--- config.mk ---
export PLATFORM = sky130hd
export DESIGN_NAME = vga_timing_gen
export DESIGN_NICKNAME = d
export VERILOG_FILES = /design/src/rtl/vga_timing_pkg.sv /design/src/rtl/vga_sync_delay.sv /design/src/rtl/vga_timing_gen.sv
export SDC_FILE = /design/constraint.sdc
export NUM_CORES = 1
export LEC_CHECK = 0
export ABC_AREA = 1
export BUFFER_PORTS_ARGS = -buffer_cell sky130_fd_sc_hd__buf_2
export CORE_UTILIZATION = 47
export CTS_BUF_LIST = sky130_fd_sc_hd__clkbuf_16
export DETAILED_ROUTE_END_ITERATION = 12
export MAX_ROUTING_LAYER = met4
export PLACE_DENSITY = 0.74
export SYNTH_ARGS = -nofsm -noshare
export SYNTH_HDL_FRONTEND = slang
export SYNTH_SLANG_ARGS = --single-unit
--- constraint.sdc ---
create_clock -name CLK_VGA -period 1.57 [get_ports CLK_VGA]
set_input_delay 0.3925 -clock CLK_VGA [delete_from_list [all_inputs] [get_ports CLK_VGA]]
set_output_delay 0.3925 -clock CLK_VGA [all_outputs]
set_load 0.01 [all_outputs]
--- src/rtl/vga_timing_pkg.sv ---
// Shared raster definitions: 1280x1024@60 default geometry, 12-bit coordinate type
// and the derived line/frame totals used by the timing generator and its consumers.
package vga_timing_pkg;

    localparam int COORD_W = 12;

    typedef logic [COORD_W-1:0] coord_t;

    typedef struct packed {
        logic hs;
        logic vs;
        logic active;
    } sync_t;

    localparam int   H_ACTIVE_DEF = 1280;
    localparam int   H_FP_DEF     = 48;
    localparam int   H_SYNC_DEF   = 112;
    localparam int   H_BP_DEF     = 248;
    localparam int   V_ACTIVE_DEF = 1024;
    localparam int   V_FP_DEF     = 1;
    localparam int   V_SYNC_DEF   = 3;
    localparam int   V_BP_DEF     = 38;
    localparam logic HS_POL_DEF   = 1'b1;
    localparam logic VS_POL_DEF   = 1'b1;
    localparam int   SYNC_DLY_DEF = 2;

    function automatic int h_total(input int act, input int fp, input int sync, input int bp);
        return act + fp + sync + bp;
    endfunction

    function automatic int v_total(input int act, input int fp, input int sync, input int bp);
        return act + fp + sync + bp;
    endfunction

endpackage

--- src/rtl/vga_sync_delay.sv ---
// CE-gated shift register that re-times the sync/active flags so they line up with
// pixel colour produced DEPTH pixel steps after the coordinates.
module vga_sync_delay #(
    parameter int           W       = 3,
    parameter int           DEPTH   = 2,
    parameter logic [W-1:0] RST_VAL = {W{1'b0}}
) (
    input  logic         clk,
    input  logic         rst_n,
    input  logic         ce,
    input  logic [W-1:0] d,
    output logic [W-1:0] q
);

    generate
        if (DEPTH < 1) begin : g_pass
            assign q = d;
        end else begin : g_shift
            logic [W-1:0] stage_r [DEPTH];

            // Shift one stage per pixel step; idle value on reset
            always_ff @(posedge clk or negedge rst_n) begin
                if (!rst_n) begin
                    for (int i = 0; i < DEPTH; i++) begin
                        stage_r[i] <= RST_VAL;
                    end
                end else if (ce) begin
                    stage_r[0] <= d;
                    for (int i = 1; i < DEPTH; i++) begin
                        stage_r[i] <= stage_r[i-1];
                    end
                end
            end

            assign q = stage_r[DEPTH-1];
        end
    endgenerate

endmodule

--- src/rtl/vga_timing_gen.sv ---
// Raster timing generator: pixel coordinates, HS/VS, active video and line/frame pulses.
// Define VGA_SYNC_DELAY_EN to delay HS/VS/ACTIVE by SYNC_DLY pixel steps.
module vga_timing_gen
    import vga_timing_pkg::*;
#(
    parameter int   H_ACTIVE = H_ACTIVE_DEF,
    parameter int   H_FP     = H_FP_DEF,
    parameter int   H_SYNC   = H_SYNC_DEF,
    parameter int   H_BP     = H_BP_DEF,
    parameter int   V_ACTIVE = V_ACTIVE_DEF,
    parameter int   V_FP     = V_FP_DEF,
    parameter int   V_SYNC   = V_SYNC_DEF,
    parameter int   V_BP     = V_BP_DEF,
    parameter logic HS_POL   = HS_POL_DEF,
    parameter logic VS_POL   = VS_POL_DEF,
    parameter int   SYNC_DLY = SYNC_DLY_DEF
) (
    input  logic               CLK_VGA,
    input  logic               RESET_N,
    input  logic               PIX_CE,
    output logic [COORD_W-1:0] VGA_horzCoord,
    output logic [COORD_W-1:0] VGA_vertCoord,
    output logic               VGA_HS,
    output logic               VGA_VS,
    output logic               VGA_ACTIVE,
    output logic               LINE_START,
    output logic               FRAME_START
);

    localparam int     H_TOTAL  = h_total(H_ACTIVE, H_FP, H_SYNC, H_BP);
    localparam int     V_TOTAL  = v_total(V_ACTIVE, V_FP, V_SYNC, V_BP);
    localparam coord_t H_LAST   = coord_t'(H_TOTAL - 1);
    localparam coord_t V_LAST   = coord_t'(V_TOTAL - 1);
    localparam int     HS_BEGIN = H_ACTIVE + H_FP;
    localparam int     HS_END   = H_ACTIVE + H_FP + H_SYNC;
    localparam int     VS_BEGIN = V_ACTIVE + V_FP;
    localparam int     VS_END   = V_ACTIVE + V_FP + V_SYNC;
    localparam sync_t  SYNC_IDLE = '{hs: ~HS_POL, vs: ~VS_POL, active: 1'b0};

    generate
        if (H_TOTAL > 4096 || V_TOTAL > 4096 || SYNC_DLY < 0) begin : g_bad_cfg
            $error("vga_timing_gen: raster totals exceed 12-bit coordinates or negative delay");
        end
    endgenerate

    coord_t col_r;
    coord_t row_r;
    sync_t  sync_r;
    logic   line_start_r;
    logic   frame_start_r;

    coord_t col_nxt_s;
    coord_t row_nxt_s;
    sync_t  sync_nxt_s;
    logic   line_nxt_s;
    logic   frame_nxt_s;
    sync_t  sync_out_s;

    // Raster advance; flags are decoded from the next position so they register with it
    always_comb begin
        col_nxt_s   = col_r;
        row_nxt_s   = row_r;
        line_nxt_s  = 1'b0;
        frame_nxt_s = 1'b0;
        if (PIX_CE) begin
            if (col_r == H_LAST) begin
                col_nxt_s  = 12'd0;
                line_nxt_s = 1'b1;
                if (row_r == V_LAST) begin
                    row_nxt_s   = 12'd0;
                    frame_nxt_s = 1'b1;
                end else begin
                    row_nxt_s = row_r + 12'd1;
                end
            end else begin
                col_nxt_s = col_r + 12'd1;
            end
        end else begin
            col_nxt_s = col_r;
            row_nxt_s = row_r;
        end

        sync_nxt_s.hs     = ((int'(col_nxt_s) >= HS_BEGIN) && (int'(col_nxt_s) < HS_END)) ? HS_POL : ~HS_POL;
        sync_nxt_s.vs     = ((int'(row_nxt_s) >= VS_BEGIN) && (int'(row_nxt_s) < VS_END)) ? VS_POL : ~VS_POL;
        sync_nxt_s.active = (int'(col_nxt_s) < H_ACTIVE) && (int'(row_nxt_s) < V_ACTIVE);
    end

    // Position and flag registers; reset parks on the last blanking pixel
    always_ff @(posedge CLK_VGA or negedge RESET_N) begin
        if (!RESET_N) begin
            col_r         <= H_LAST;
            row_r         <= V_LAST;
            sync_r        <= SYNC_IDLE;
            line_start_r  <= 1'b0;
            frame_start_r <= 1'b0;
        end else begin
            col_r         <= col_nxt_s;
            row_r         <= row_nxt_s;
            sync_r        <= sync_nxt_s;
            line_start_r  <= line_nxt_s;
            frame_start_r <= frame_nxt_s;
        end
    end

`ifdef VGA_SYNC_DELAY_EN
    vga_sync_delay #(
        .W       ($bits(sync_t)),
        .DEPTH   (SYNC_DLY),
        .RST_VAL (SYNC_IDLE)
    ) u_sync_delay (
        .clk   (CLK_VGA),
        .rst_n (RESET_N),
        .ce    (PIX_CE),
        .d     (sync_r),
        .q     (sync_out_s)
    );
`else
    assign sync_out_s = sync_r;
`endif

    assign VGA_horzCoord = col_r;
    assign VGA_vertCoord = row_r;
    assign VGA_HS        = sync_out_s.hs;
    assign VGA_VS        = sync_out_s.vs;
    assign VGA_ACTIVE    = sync_out_s.active;
    assign LINE_START    = line_start_r;
    assign FRAME_START   = frame_start_r;

endmodule

==> impl_metrics.py, run 1 <==
metrics = {
    "run_status": {
        "outcome": "finished with violations",
        "failed_checks": "setup timing",
    },
    "timing": {
        "max_slew_margin_pct": 81.57,
        "report.final.slew_viol_count": 0,
        "timing.final.crit_period_ns": 2.011,
        "final_min_period_over_clock_period_pct": 128.1,
        "achievable-frequency_ghz": 0.4972,
        "worst_pin_slew_ns": 0.2755,
        "layout_setup_ws_ns": -0.4412,
        "skew_ns": 0.01323,
        "finalHoldViolCount": 0,
        "unrepaired_setup_endpoints_after_global_routing": "yes",
        "timing.final.setup_violations": 20,
    },
    "drt": {
        "initialDrtViolationCount": 191,
        "ant_nets": 0,
        "detail_routed_via_count_per_cell": 5.369,
        "detail_route.wirelength_mm": 6.796,
        "route.vias.total": 2239,
        "detail_route.drc_violations": 0,
        "wl_per_cell_um": 16.30,
        "firstDrtPassIters": 6,
    },
    "clocking": {
        "clock_tree.htree_level_count": 2,
        "cts.reportedPaths.clkPinSlew_ns": 0.06,
        "clockRootBuffer": "sky130_fd_sc_hd__clkbuf_16",
        "cts_hold_buf": 0,
        "tritoncts_clock_tree": "done",
        "tritoncts.num_buffers": 5,
        "cts-root-to-sink-buffers": 2,
        "insertion_delay_ns": 0.29,
        "cts_sinks": 29,
    },
    "cells_and_area": {
        "final.fill_count": 213,
        "final_cell_mix": "sky130_fd_sc_hd__nand2_1 (66), sky130_fd_sc_hd__buf_4 (63), sky130_fd_sc_hd__inv_1 (36), sky130_fd_sc_hd__buf_2 (31), sky130_fd_sc_hd__nand2_2 (22)",
        "final_core_util_pct": 79.90,
        "antenna-diode-count": 0,
        "growth_of_design_area_from_synthesis_to_finish_pct": 63.50,
        "mostFrequentLayoutCell": "sky130_fd_sc_hd__nand2_1",
        "num-nets-final": 374,
        "final_layout_size_suffix_gt1_share_pct": 52.85,
    },
    "setup_path": {
        "ff2ff_setup_slack_ns": -0.44,
        "timing.critical_path.fanout_max": 8,
        "critical_path_arrival_ns": 2.22,
        "end_kind": "flip-flop",
        "startpoint_type": "flip-flop",
        "worst-endpoint-required_ns": 1.78,
        "regToRegStartpoint": "VGA_horzCoord[2]",
        "worst_r2r_endpoint": "VGA_VS",
        "worst-setup-path-type": "flip-flop to flip-flop",
        "worst_r2r_path_depth": 10,
    },
    "global_route": {
        "number_of_global_route_vias_before_repair": 2103,
        "antenna_found_initial": 0,
        "grt_pass1_wl_mm": 9.349,
        "grt_util_all_layers_pct": 31.74,
        "globalRouteOverflowTotal": 0,
        "grt_start_max_net_pins": 30,
    },
    "synth": {
        "ys_top_cells_by_area": "sky130_fd_sc_hd__dfrtp_1 (25%), sky130_fd_sc_hd__nand2_1 (18%), sky130_fd_sc_hd__dfstp_2 (16%)",
        "yosys_warnings": 0,
        "synthesis.instances": 259,
        "synth_top_area_share_pct": 25.17,
        "synthesis.nets": 265,
        "synth.avg_cell_area_um2": 6.908,
        "synthesized_cell_area_um2": 1789,
        "yosys.cell_types.count": 27,
        "synth_top_cell_by_area": "sky130_fd_sc_hd__dfrtp_1",
        "synth_seq_cells": 29,
        "synth-seq-area-share_pct": 41.33,
    },
    "power": {
        "finalPower_mw": 3.550,
        "power_per_cell_area_nw_per_um2": 1214,
        "power.static_leakage_nw": 1.563,
        "peak_ir_drop_on_the_vdd_network_mv": 1.233,
    },
    "run": {
        "drv_cap": 0,
    },
    "placement": {
        "numPortBuffers": 31,
        "dpl.hpwl_mm": 3.694,
        "place.gp.congestion": 0.8924,
    },
    "floorplanning": {
        "start_util_pct": 48.87,
        "floorplan.die.height_um": 63.70,
        "die_w_um": 63.70,
        "core-area_um2": 3661,
        "placementRows": 22,
        "ios": 32,
        "fp.dieArea_um2": 4058,
    },
    "worst_hold_path": {
        "hold_path_class": "input pin to asynchronous set/reset pin",
    },
}
-- synthesized netlist by cell type --
| cell type | number |
|---|---|
| sky130_fd_sc_hd__a2bb2oi_1 | 1 |
| sky130_fd_sc_hd__nand2_1 | 86 |
| sky130_fd_sc_hd__nand4_1 | 6 |
| sky130_fd_sc_hd__buf_6 | 1 |
| sky130_fd_sc_hd__buf_4 | 1 |
| sky130_fd_sc_hd__a21oi_1 | 4 |
| sky130_fd_sc_hd__nor3_4 | 1 |
| sky130_fd_sc_hd__o21ai_1 | 1 |
| sky130_fd_sc_hd__nand3b_1 | 2 |
| sky130_fd_sc_hd__ha_1 | 3 |
| sky130_fd_sc_hd__nand2_2 | 2 |
| sky130_fd_sc_hd__a31oi_1 | 1 |
| sky130_fd_sc_hd__o21bai_1 | 1 |
| sky130_fd_sc_hd__nor2_4 | 2 |
| sky130_fd_sc_hd__inv_4 | 1 |
| sky130_fd_sc_hd__xor2_1 | 1 |
| sky130_fd_sc_hd__nor2_2 | 7 |
| sky130_fd_sc_hd__nor3_1 | 7 |
| sky130_fd_sc_hd__o21ai_0 | 5 |
| sky130_fd_sc_hd__inv_1 | 43 |
| sky130_fd_sc_hd__nand2_4 | 1 |
| sky130_fd_sc_hd__dfrtp_1 | 18 |
| sky130_fd_sc_hd__inv_2 | 4 |
| sky130_fd_sc_hd__nand3_1 | 21 |
| sky130_fd_sc_hd__nor2_1 | 27 |
| sky130_fd_sc_hd__dfstp_2 | 11 |
| sky130_fd_sc_hd__or2_1 | 1 |
-- logic make-up (layout without fill, tap and decap cells) --
logic type / Yosys count / in the layout / synth area share, %
AOI/OAI and AO/OA: 13 / 13 / 4.056
xor gates and xnor gates: 1 / 1 / 0.4896
adders and majority gates: 3 / 3 / 2.098
buffers and inverters: 50 / 159 / 11.26
DFF: 29 / 29 / 41.33
and+or+nand+nor: 163 / 164 / 40.77
-- per-stage QoR --
stage,area (um^2),std cells,TNS (ns),setup WS (ns),hold WS [ns]
after floorplan,1802,259,-0.4600,-0.2013,0.09691
after global placement,2529,405,-1.296,-0.2363,0.3515
after detailed placement,2529,405,-1.741,-0.2693,0.3537
after CTS,2799,418,-1.247,-0.2051,0.05848
after global routing,2925,417,-4.426,-0.5228,0.05507
final,2925,417,-2.806,-0.4412,0.04417
-- sequential cells by signal, indices dropped and copies added, names as in the netlist --
signal	count
VGA_vertCoord	12
VGA_HS	1
VGA_VS	1
FRAME_START	1
VGA_horzCoord	12
VGA_ACTIVE	1
LINE_START	1
-- report_power, final --
part / switching, mW / leakage, nW / internal, mW
clock: 0.336 / 0.0738 / 0.568
combinational: 0.877 / 1.17 / 0.676
sequential: 0.151 / 0.319 / 0.942
-- worst max-delay path, stage by stage (launching register included) --
cell	delay, ns
sky130_fd_sc_hd__dfstp_2	0.60
sky130_fd_sc_hd__inv_2	0.06
sky130_fd_sc_hd__nor2_2	0.14
sky130_fd_sc_hd__nand2_2	0.12
sky130_fd_sc_hd__nor2_4	0.19
sky130_fd_sc_hd__nand2_4	0.13
sky130_fd_sc_hd__a21oi_1	0.21
sky130_fd_sc_hd__nor2_1	0.11
sky130_fd_sc_hd__nor2_1	0.15
sky130_fd_sc_hd__nand3_1	0.09
sky130_fd_sc_hd__nor2_1	0.14
-- worst max path at each step --
stage / start / endpoint / slack, ns / cells past startpoint
global route: VGA_horzCoord[2] / VGA_VS / -0.52 / 10
floorplan: VGA_horzCoord[1] / VGA_ACTIVE / -0.20 / 12
detailed placement: VGA_horzCoord[1] / VGA_ACTIVE / -0.27 / 10
global placement: VGA_vertCoord[0] / VGA_VS / -0.24 / 11
finish: VGA_horzCoord[2] / VGA_VS / -0.44 / 10
CTS: VGA_horzCoord[1] / VGA_VS / -0.21 / 10
-- metal layers --
layer  global-route usage [%]  wire length (um)
met1                    37.43              2606
met2                    49.34              3293
met3                    7.790               507
met4                    17.61               389
met5                        -                 0
-- area by class of cell --
type / instances / area, um^2 / area share [%]
clock buffer: 5 / 125.1 / 4.277
clock inverter: 3 / 11.26 / 0.3849
inverter: 48 / 185.2 / 6.330
multi-input combinational: 181 / 1066 / 36.44
sequential: 29 / 739.5 / 25.28
tap: 48 / 60.06 / 2.053
timing repair buffer: 103 / 738.2 / 25.24
-- what timing repair did --
item,CTS,global route
endpoints found under the setup margin,20,23
gates resized for setup,30,44
pin swaps,16,17
gates cloned,1,0
buffers inserted,4,1
(Power assumes the default switching activity.)
==> run 2, diff against run 1 <==
- ABC_AREA: 1 -> 0
==> run 2 against run 1 <==
  * The flow still finishes with violations (setup timing)
  * Clock power about the same
  * Synthesized area decreased by 7.6%
  * Die area decreased by 7.3%
  * Count of clock-buffer cells in the layout unchanged
  * Via count decreased by 18%
  * Maximum frequency decreased by 7.9%
  * Sequential share of layout area increased by 1.0 points
  * Sequential power decreased by 11%
  * Critical path depth decreased by 3
  * Highest routed layer unchanged
==> impl_metrics.py, run 2 <==
metrics = {
    "timing": {
        "holdWs_ns": 0.1489,
        "max_slew_margin_pct": 55.51,
        "finalHoldViolCount": 0,
        "layout_setup_ws_ns": -0.6133,
        "achievable-frequency_ghz": 0.4580,
        "final_min_period_over_clock_period_pct": 139.1,
        "timing.final.crit_period_ns": 2.183,
        "timing.final.setup_violations": 23,
        "skew_ns": 0.006835,
        "worst_pin_slew_ns": 0.6674,
        "report.final.slew_viol_count": 0,
        "unrepaired_setup_endpoints_after_global_routing": "yes",
    },
    "clocking": {
        "clock_tree.htree_level_count": 2,
        "tritoncts_clock_tree": "done",
        "cts_hold_buf": 0,
        "clockRootBuffer": "sky130_fd_sc_hd__clkbuf_16",
        "cts_sinks": 29,
        "cts-root-to-sink-buffers": 2,
        "insertion_delay_ns": 0.28,
        "cts.reportedPaths.clkPinSlew_ns": 0.05,
        "tritoncts.num_buffers": 5,
    },
    "synth": {
        "ys_top_cells_by_area": "sky130_fd_sc_hd__dfrtp_1 (27%), sky130_fd_sc_hd__dfstp_2 (17%), sky130_fd_sc_hd__xnor2_1 (4.8%)",
        "edff_count_synth": 0,
        "synth.avg_cell_area_um2": 9.673,
        "yosys_warnings": 0,
        "dominantRegCellSynth": "sky130_fd_sc_hd__dfrtp_1",
        "synth_seq_cells": 29,
        "synth_top_area_share_pct": 27.23,
        "synth-seq-area-share_pct": 44.70,
        "synth_top_cell_by_area": "sky130_fd_sc_hd__dfrtp_1",
        "yosys.cell_types.count": 43,
        "postSynth.asyncResetShare_pct": 100.0,
        "synthesis.instances": 171,
        "synthesis.nets": 177,
        "post_synth_most_frequent_cells": "sky130_fd_sc_hd__dfrtp_1 (18), sky130_fd_sc_hd__nor2_1 (18), sky130_fd_sc_hd__nand2_1 (13)",
        "synthesized_cell_area_um2": 1654,
    },
    "global_route": {
        "grt_pass1_wl_mm": 8.328,
        "globalRouteOverflowTotal": 0,
        "antenna_found_initial": 0,
        "grt_util_all_layers_pct": 32.53,
        "number_of_global_route_vias_before_repair": 1719,
        "grt_start_max_net_pins": 30,
    },
    "placement": {
        "numPortBuffers": 31,
        "pre_cts_slack_ns": -0.6476,
        "place.gp.congestion": 0.9467,
        "placedCellCount": 300,
        "dpl.hpwl_mm": 3.542,
    },
    "setup_path": {
        "timing.critical_path.fanout_max": 4,
        "critPathSlowestCell": "sky130_fd_sc_hd__dfstp_2",
        "end_kind": "flip-flop",
        "path_buf_inv": 0,
        "worst_path_dominant_cell_family": "simple AND/OR/NAND/NOR gates",
        "worst-setup-path-type": "flip-flop to flip-flop",
        "worst-endpoint-required_ns": 1.75,
        "ff2ff_setup_slack_ns": -0.61,
        "startpoint_type": "flip-flop",
        "critical-path-max-stage-delay_ns": 0.57,
        "critical_path_arrival_ns": 2.37,
        "worstPathCellList": "ha_1, nand4_1, nor2_2, and3_4, a31oi_1, a2111o_1, nor4b_2",
    },
    "cells_and_area": {
        "post_layout_nonfiller_instances": 319,
        "final.fill_count": 199,
        "growth_of_design_area_from_synthesis_to_finish_pct": 69.89,
        "final_layout_size_suffix_gt1_share_pct": 60.44,
        "final_cell_mix": "sky130_fd_sc_hd__buf_4 (58), sky130_fd_sc_hd__buf_2 (31), sky130_fd_sc_hd__dfrtp_1 (18), sky130_fd_sc_hd__nor2_1 (12), sky130_fd_sc_hd__buf_6 (12)",
        "num-nets-final": 278,
        "mostFrequentLayoutCell": "sky130_fd_sc_hd__buf_4",
        "antenna-diode-count": 0,
    },
    "drt": {
        "wl_per_cell_um": 19.38,
        "detail_routed_via_count_per_cell": 5.765,
        "initialDrtViolationCount": 145,
        "detail_route.drc_violations": 0,
        "detail_route.wirelength_mm": 6.181,
        "route.vias.total": 1839,
        "ant_nets": 0,
        "firstDrtPassIters": 4,
    },
    "run": {
        "drv_cap": 0,
    },
    "run_status": {
        "outcome": "finished with violations",
        "failed_checks": "setup timing",
    },
    "power": {
        "power.static_leakage_nw": 1.408,
        "power_per_cell_area_nw_per_um2": 980.9,
        "finalPower_mw": 2.756,
        "peak_ir_drop_on_the_vdd_network_mv": 0.9961,
    },
    "floorplanning": {
        "placementRows": 21,
        "start_util_pct": 49.18,
        "floorplan.die.height_um": 61.33,
        "core-area_um2": 3363,
        "fp.dieArea_um2": 3761,
        "die_w_um": 61.33,
        "ios": 32,
    },
    "worst_hold_path": {
        "hold_path_class": "input pin to asynchronous set/reset pin",
    },
}
[run 2: final timing paths]
kind	start	to	depth (start not counted)
min in group CLK_VGA	VGA_vertCoord[9]	VGA_vertCoord[9]	2
worst min-delay path	RESET_N	VGA_vertCoord[7]	1
worst max-delay path	VGA_vertCoord[0]	VGA_VS	7
worst min register to register	VGA_vertCoord[9]	VGA_vertCoord[9]	2
worst max register to register	VGA_vertCoord[0]	VGA_VS	7
max in group asynchronous	RESET_N	VGA_vertCoord[1]	1
[run 2: per-layer routing]
| layer | track usage [%] | part of all wire (%) | up-vias |
|---|---|---|---|
| met5 | - | 0 | - |
| met4 | 14.94 | 5.8 | 0 |
| met3 | 7.563 | 5.4 | 34 |
| met2 | 53.26 | 52 | 82 |
| met1 | 37.73 | 37 | 899 |
| li1 | - | - | 824 |
[run 2: area by class of cell]
class / count / area [um^2] / area share [%]
Inverter: 4 / 20.02 / 0.7124
Sequential cell: 29 / 739.5 / 26.31
Clock buffer: 5 / 125.1 / 4.452
Clock inverter: 3 / 11.26 / 0.4007
Multi-Input combinational cell: 129 / 1100 / 39.14
Timing Repair Buffer: 102 / 745.7 / 26.54
Tap cell: 46 / 57.56 / 2.048
Timing Repair inverter: 1 / 11.26 / 0.4007
[run 2: logic make-up (layout without fill, tap and decap cells)]
kind of cell / Yosys count / after routing / synth area share [%]
AO/OA/AOI/OAI: 30 / 30 / 11.57
XOR/XNOR: 17 / 17 / 9.002
adder cells (fa/ha/maj): 3 / 3 / 2.270
buffers and inverters: 13 / 115 / 4.236
flip-flops: 29 / 29 / 44.71
multiplexers: 2 / 2 / 1.286
AND/OR/NAND/NOR: 77 / 77 / 26.93
[run 2: through the flow]
stage	area, um^2	setup TNS (ns)	util [%]
floorplan	1728	-1.791	-
finish	2810	-3.838	83.56
global placement	2331	-1.725	69.31
CTS	2675	-2.608	79.54
detailed placement	2331	-2.561	69.31
global route	2810	-5.189	83.56
[run 2: where the power goes]
group | switching [mW] | internal (mW) | total, mW | leakage (nW)
registers | 0.0872 | 0.879 | 0.966 | 0.352
clock network | 0.332 | 0.569 | 0.901 | 0.0738
logic | 0.471 | 0.418 | 0.890 | 0.982
total | 0.891 | 1.87 | 2.76 | 1.41
[run 2: repair_timing]
action / CTS / global route
pin swaps: 17 / 10
cloned: 1 / 0
gates resized for setup: 33 / 26
buffers inserted: 10 / 4
setup endpoints to repair: 15 / 25
[run 2: worst register-to-register path, delay by kind of cell (launching register included)]
kind | cells | cell delay, ns
fa+ha+maj | 1 | 0.21
simple gates | 4 | 0.79
compound gates | 2 | 0.51
flops | 1 | 0.57
==> run 3, diff against run 2 <==
--- a/constraint.sdc
+++ b/constraint.sdc
@@ -3,2 +3,2 @@
 set_output_delay 0.3925 -clock CLK_VGA [all_outputs]
-set_load 0.01 [all_outputs]
+set_load 0.05 [all_outputs]
==> run 3 against run 2 <==
  * The run still ends with setup timing left
  * Die area did not move
  * Clock power fell by 1%
  * First-iteration DRC count rose by 14%
  * Maximum frequency fell by 6.5%
  * Global-route usage rose by 2.3 points
  * Setup slack got worse by 0.15 ns
  * Via count rose by 9.0%
  * Sequential power rose by 2%
  * Highest routed layer unchanged
==> impl_metrics.py, run 3 (synthesized netlist as in run 2, its figures left out) <==
metrics = {
    "run_status": {
        "outcome": "finished with violations",
        "failed_checks": "setup timing",
    },
    "drt": {
        "wl_met2_mm": 3.266,
        "route.vias.total": 2005,
        "sum_of_met3_wire_segment_lengths_after_detailed_routing_um": 556,
        "firstDrtPassIters": 5,
        "wl_per_cell_um": 21.18,
        "detail_route.wirelength_mm": 6.841,
        "detail_route.drc_violations": 0,
        "initialDrtViolationCount": 166,
        "route.layer.met1.wl_mm": 2.619,
        "highest_layer": "met4",
        "detail_routed_via_count_per_cell": 6.207,
        "ant_nets": 0,
    },
    "setup_path": {
        "end_kind": "flip-flop",
        "worst_r2r_endpoint": "VGA_VS",
        "worst-setup-path-type": "flip-flop to flip-flop",
        "critPathSlowestCell": "sky130_fd_sc_hd__dfstp_2",
        "startpoint_type": "flip-flop",
        "critical_path_arrival_ns": 2.50,
        "worstPathCellList": "buf_4, ha_4, nand4_1, nor2_2, and3_4, a31oi_2, a2111o_1, nor4b_2",
        "worst_path_dominant_cell_family": "simple AND/OR/NAND/NOR gates",
        "worst_r2r_path_depth": 8,
        "timing.critical_path.fanout_max": 4,
        "regToRegStartpoint": "VGA_vertCoord[0]",
        "path_buf_inv": 1,
        "ff2ff_setup_slack_ns": -0.77,
        "worst-endpoint-required_ns": 1.74,
        "critical-path-max-stage-delay_ns": 0.57,
    },
    "timing": {
        "timing.final.setup_violations": 29,
        "max_slew_margin_pct": 56.74,
        "final_min_period_over_clock_period_pct": 148.8,
        "unrepaired_setup_endpoints_after_global_routing": "yes",
        "skew_ns": 0.008085,
        "report.final.slew_viol_count": 0,
        "finalHoldViolCount": 0,
        "worst_pin_slew_ns": 0.6489,
        "holdWs_ns": 0.1412,
        "timing.final.crit_period_ns": 2.336,
        "achievable-frequency_ghz": 0.4280,
        "layout_setup_ws_ns": -0.7662,
    },
    "cells_and_area": {
        "num-nets-final": 282,
        "post_layout_nonfiller_instances": 323,
        "final_core_util_pct": 88.02,
        "antenna-diode-count": 0,
        "mostFrequentLayoutCell": "sky130_fd_sc_hd__buf_4",
        "final_layout_size_suffix_gt1_share_pct": 62.45,
        "growth_of_design_area_from_synthesis_to_finish_pct": 78.97,
        "final_cell_mix": "sky130_fd_sc_hd__buf_4 (64), sky130_fd_sc_hd__buf_2 (22), sky130_fd_sc_hd__buf_6 (16), sky130_fd_sc_hd__dfrtp_1 (15), sky130_fd_sc_hd__nor2_1 (13)",
    },
    "placement": {
        "placedCellCount": 295,
        "place.gp.congestion": 0.9051,
        "numPortBuffers": 31,
        "dpl.hpwl_mm": 3.340,
    },
    "power": {
        "peak_ir_drop_on_the_vdd_network_mv": 1.228,
        "power_per_cell_area_nw_per_um2": 1114,
        "power.static_leakage_nw": 1.436,
    },
    "global_route": {
        "globalRouteOverflowTotal": 0,
        "number_of_global_route_vias_before_repair": 1783,
        "grt_start_max_net_pins": 30,
        "antenna_found_initial": 0,
        "grt_pass1_wl_mm": 8.942,
        "grt_util_all_layers_pct": 34.81,
    },
    "clocking": {
        "cts_sinks": 29,
        "tritoncts.num_buffers": 5,
        "tritoncts_clock_tree": "done",
        "cts-root-to-sink-buffers": 2,
        "clockRootBuffer": "sky130_fd_sc_hd__clkbuf_16",
        "cts.reportedPaths.clkPinSlew_ns": 0.05,
        "clock_tree.htree_level_count": 2,
        "insertion_delay_ns": 0.28,
    },
    "floorplanning": {
        "start_util_pct": 49.18,
        "placementRows": 21,
        "core-area_um2": 3363,
        "fp.dieArea_um2": 3761,
        "floorplan.die.height_um": 61.33,
        "die_w_um": 61.33,
        "ios": 32,
    },
    "run": {
        "drv_cap": 0,
    },
    "worst_hold_path": {
        "hold_path_class": "input pin to asynchronous set/reset pin",
    },
}
run 3: worst max path at each step:
| stage | start | end | slack (ns) | depth (start not counted) |
|---|---|---|---|---|
| after floorplan | VGA_horzCoord[2] | VGA_VS | -0.72 | 8 |
| after global placement | VGA_horzCoord[0] | VGA_VS | -0.53 | 8 |
| after detailed placement | VGA_horzCoord[0] | VGA_VS | -0.61 | 8 |
| after CTS | VGA_horzCoord[0] | VGA_VS | -0.57 | 8 |
| after global routing | VGA_vertCoord[0] | VGA_VS | -0.80 | 8 |
| final | VGA_vertCoord[0] | VGA_VS | -0.77 | 8 |
run 3: where the power goes:
part	switching (mW)	total, mW	internal [mW]	leakage, nW
registers	0.0862	0.985	0.899	0.350
clock network	0.323	0.890	0.568	0.0738
logic	0.828	1.42	0.595	1.01
run 3: worst reg2reg max path, cell delays in order, from the launching register on:
cell	delay, ns
sky130_fd_sc_hd__dfstp_2	0.57
sky130_fd_sc_hd__buf_4	0.13
sky130_fd_sc_hd__ha_4	0.14
sky130_fd_sc_hd__nand4_1	0.18
sky130_fd_sc_hd__nor2_2	0.20
sky130_fd_sc_hd__and3_4	0.21
sky130_fd_sc_hd__a31oi_2	0.11
sky130_fd_sc_hd__a2111o_1	0.43
sky130_fd_sc_hd__nor4b_2	0.26
run 3: layout make-up:
cell class	instances	area (um^2)
multi-input combinational	129	1145
timing repair buffer	107	850.8
sequential	29	750.7
fill	158	402.9
clock buffer	5	125.1
tap	46	57.56
inverter	4	20.02
clock inverter	3	11.26
run 3: metrics by stage:
stage	setup TNS, ns	area [um^2]	setup slack [ns]	total power, mW
6_report	-5.896	2960	-0.7662	3.299
5_1_grt	-7.138	2960	-0.8037	3.414
4_1_cts	-3.041	2789	-0.5727	3.169
3_5_place_dp	-2.881	2310	-0.6097	2.075
3_3_place_gp	-2.202	2310	-0.5287	2.049
2_1_floorplan	-4.938	1745	-0.7158	1.708
run 3: timing repair:
action,4_1_cts,5_1_grt
hold buffers,0,0
endpoints found under the hold margin,0,0
setup buffers,17,8
resized for setup,54,28
setup endpoints to repair,28,32
pin swaps,23,11
cloned,0,0
run 3: metal layers:
metal,track usage (%),vias to the layer above
met5,-,-
met2,54.50,172
met4,16.88,0
met3,7.143,44
li1,-,835
met1,42.74,954
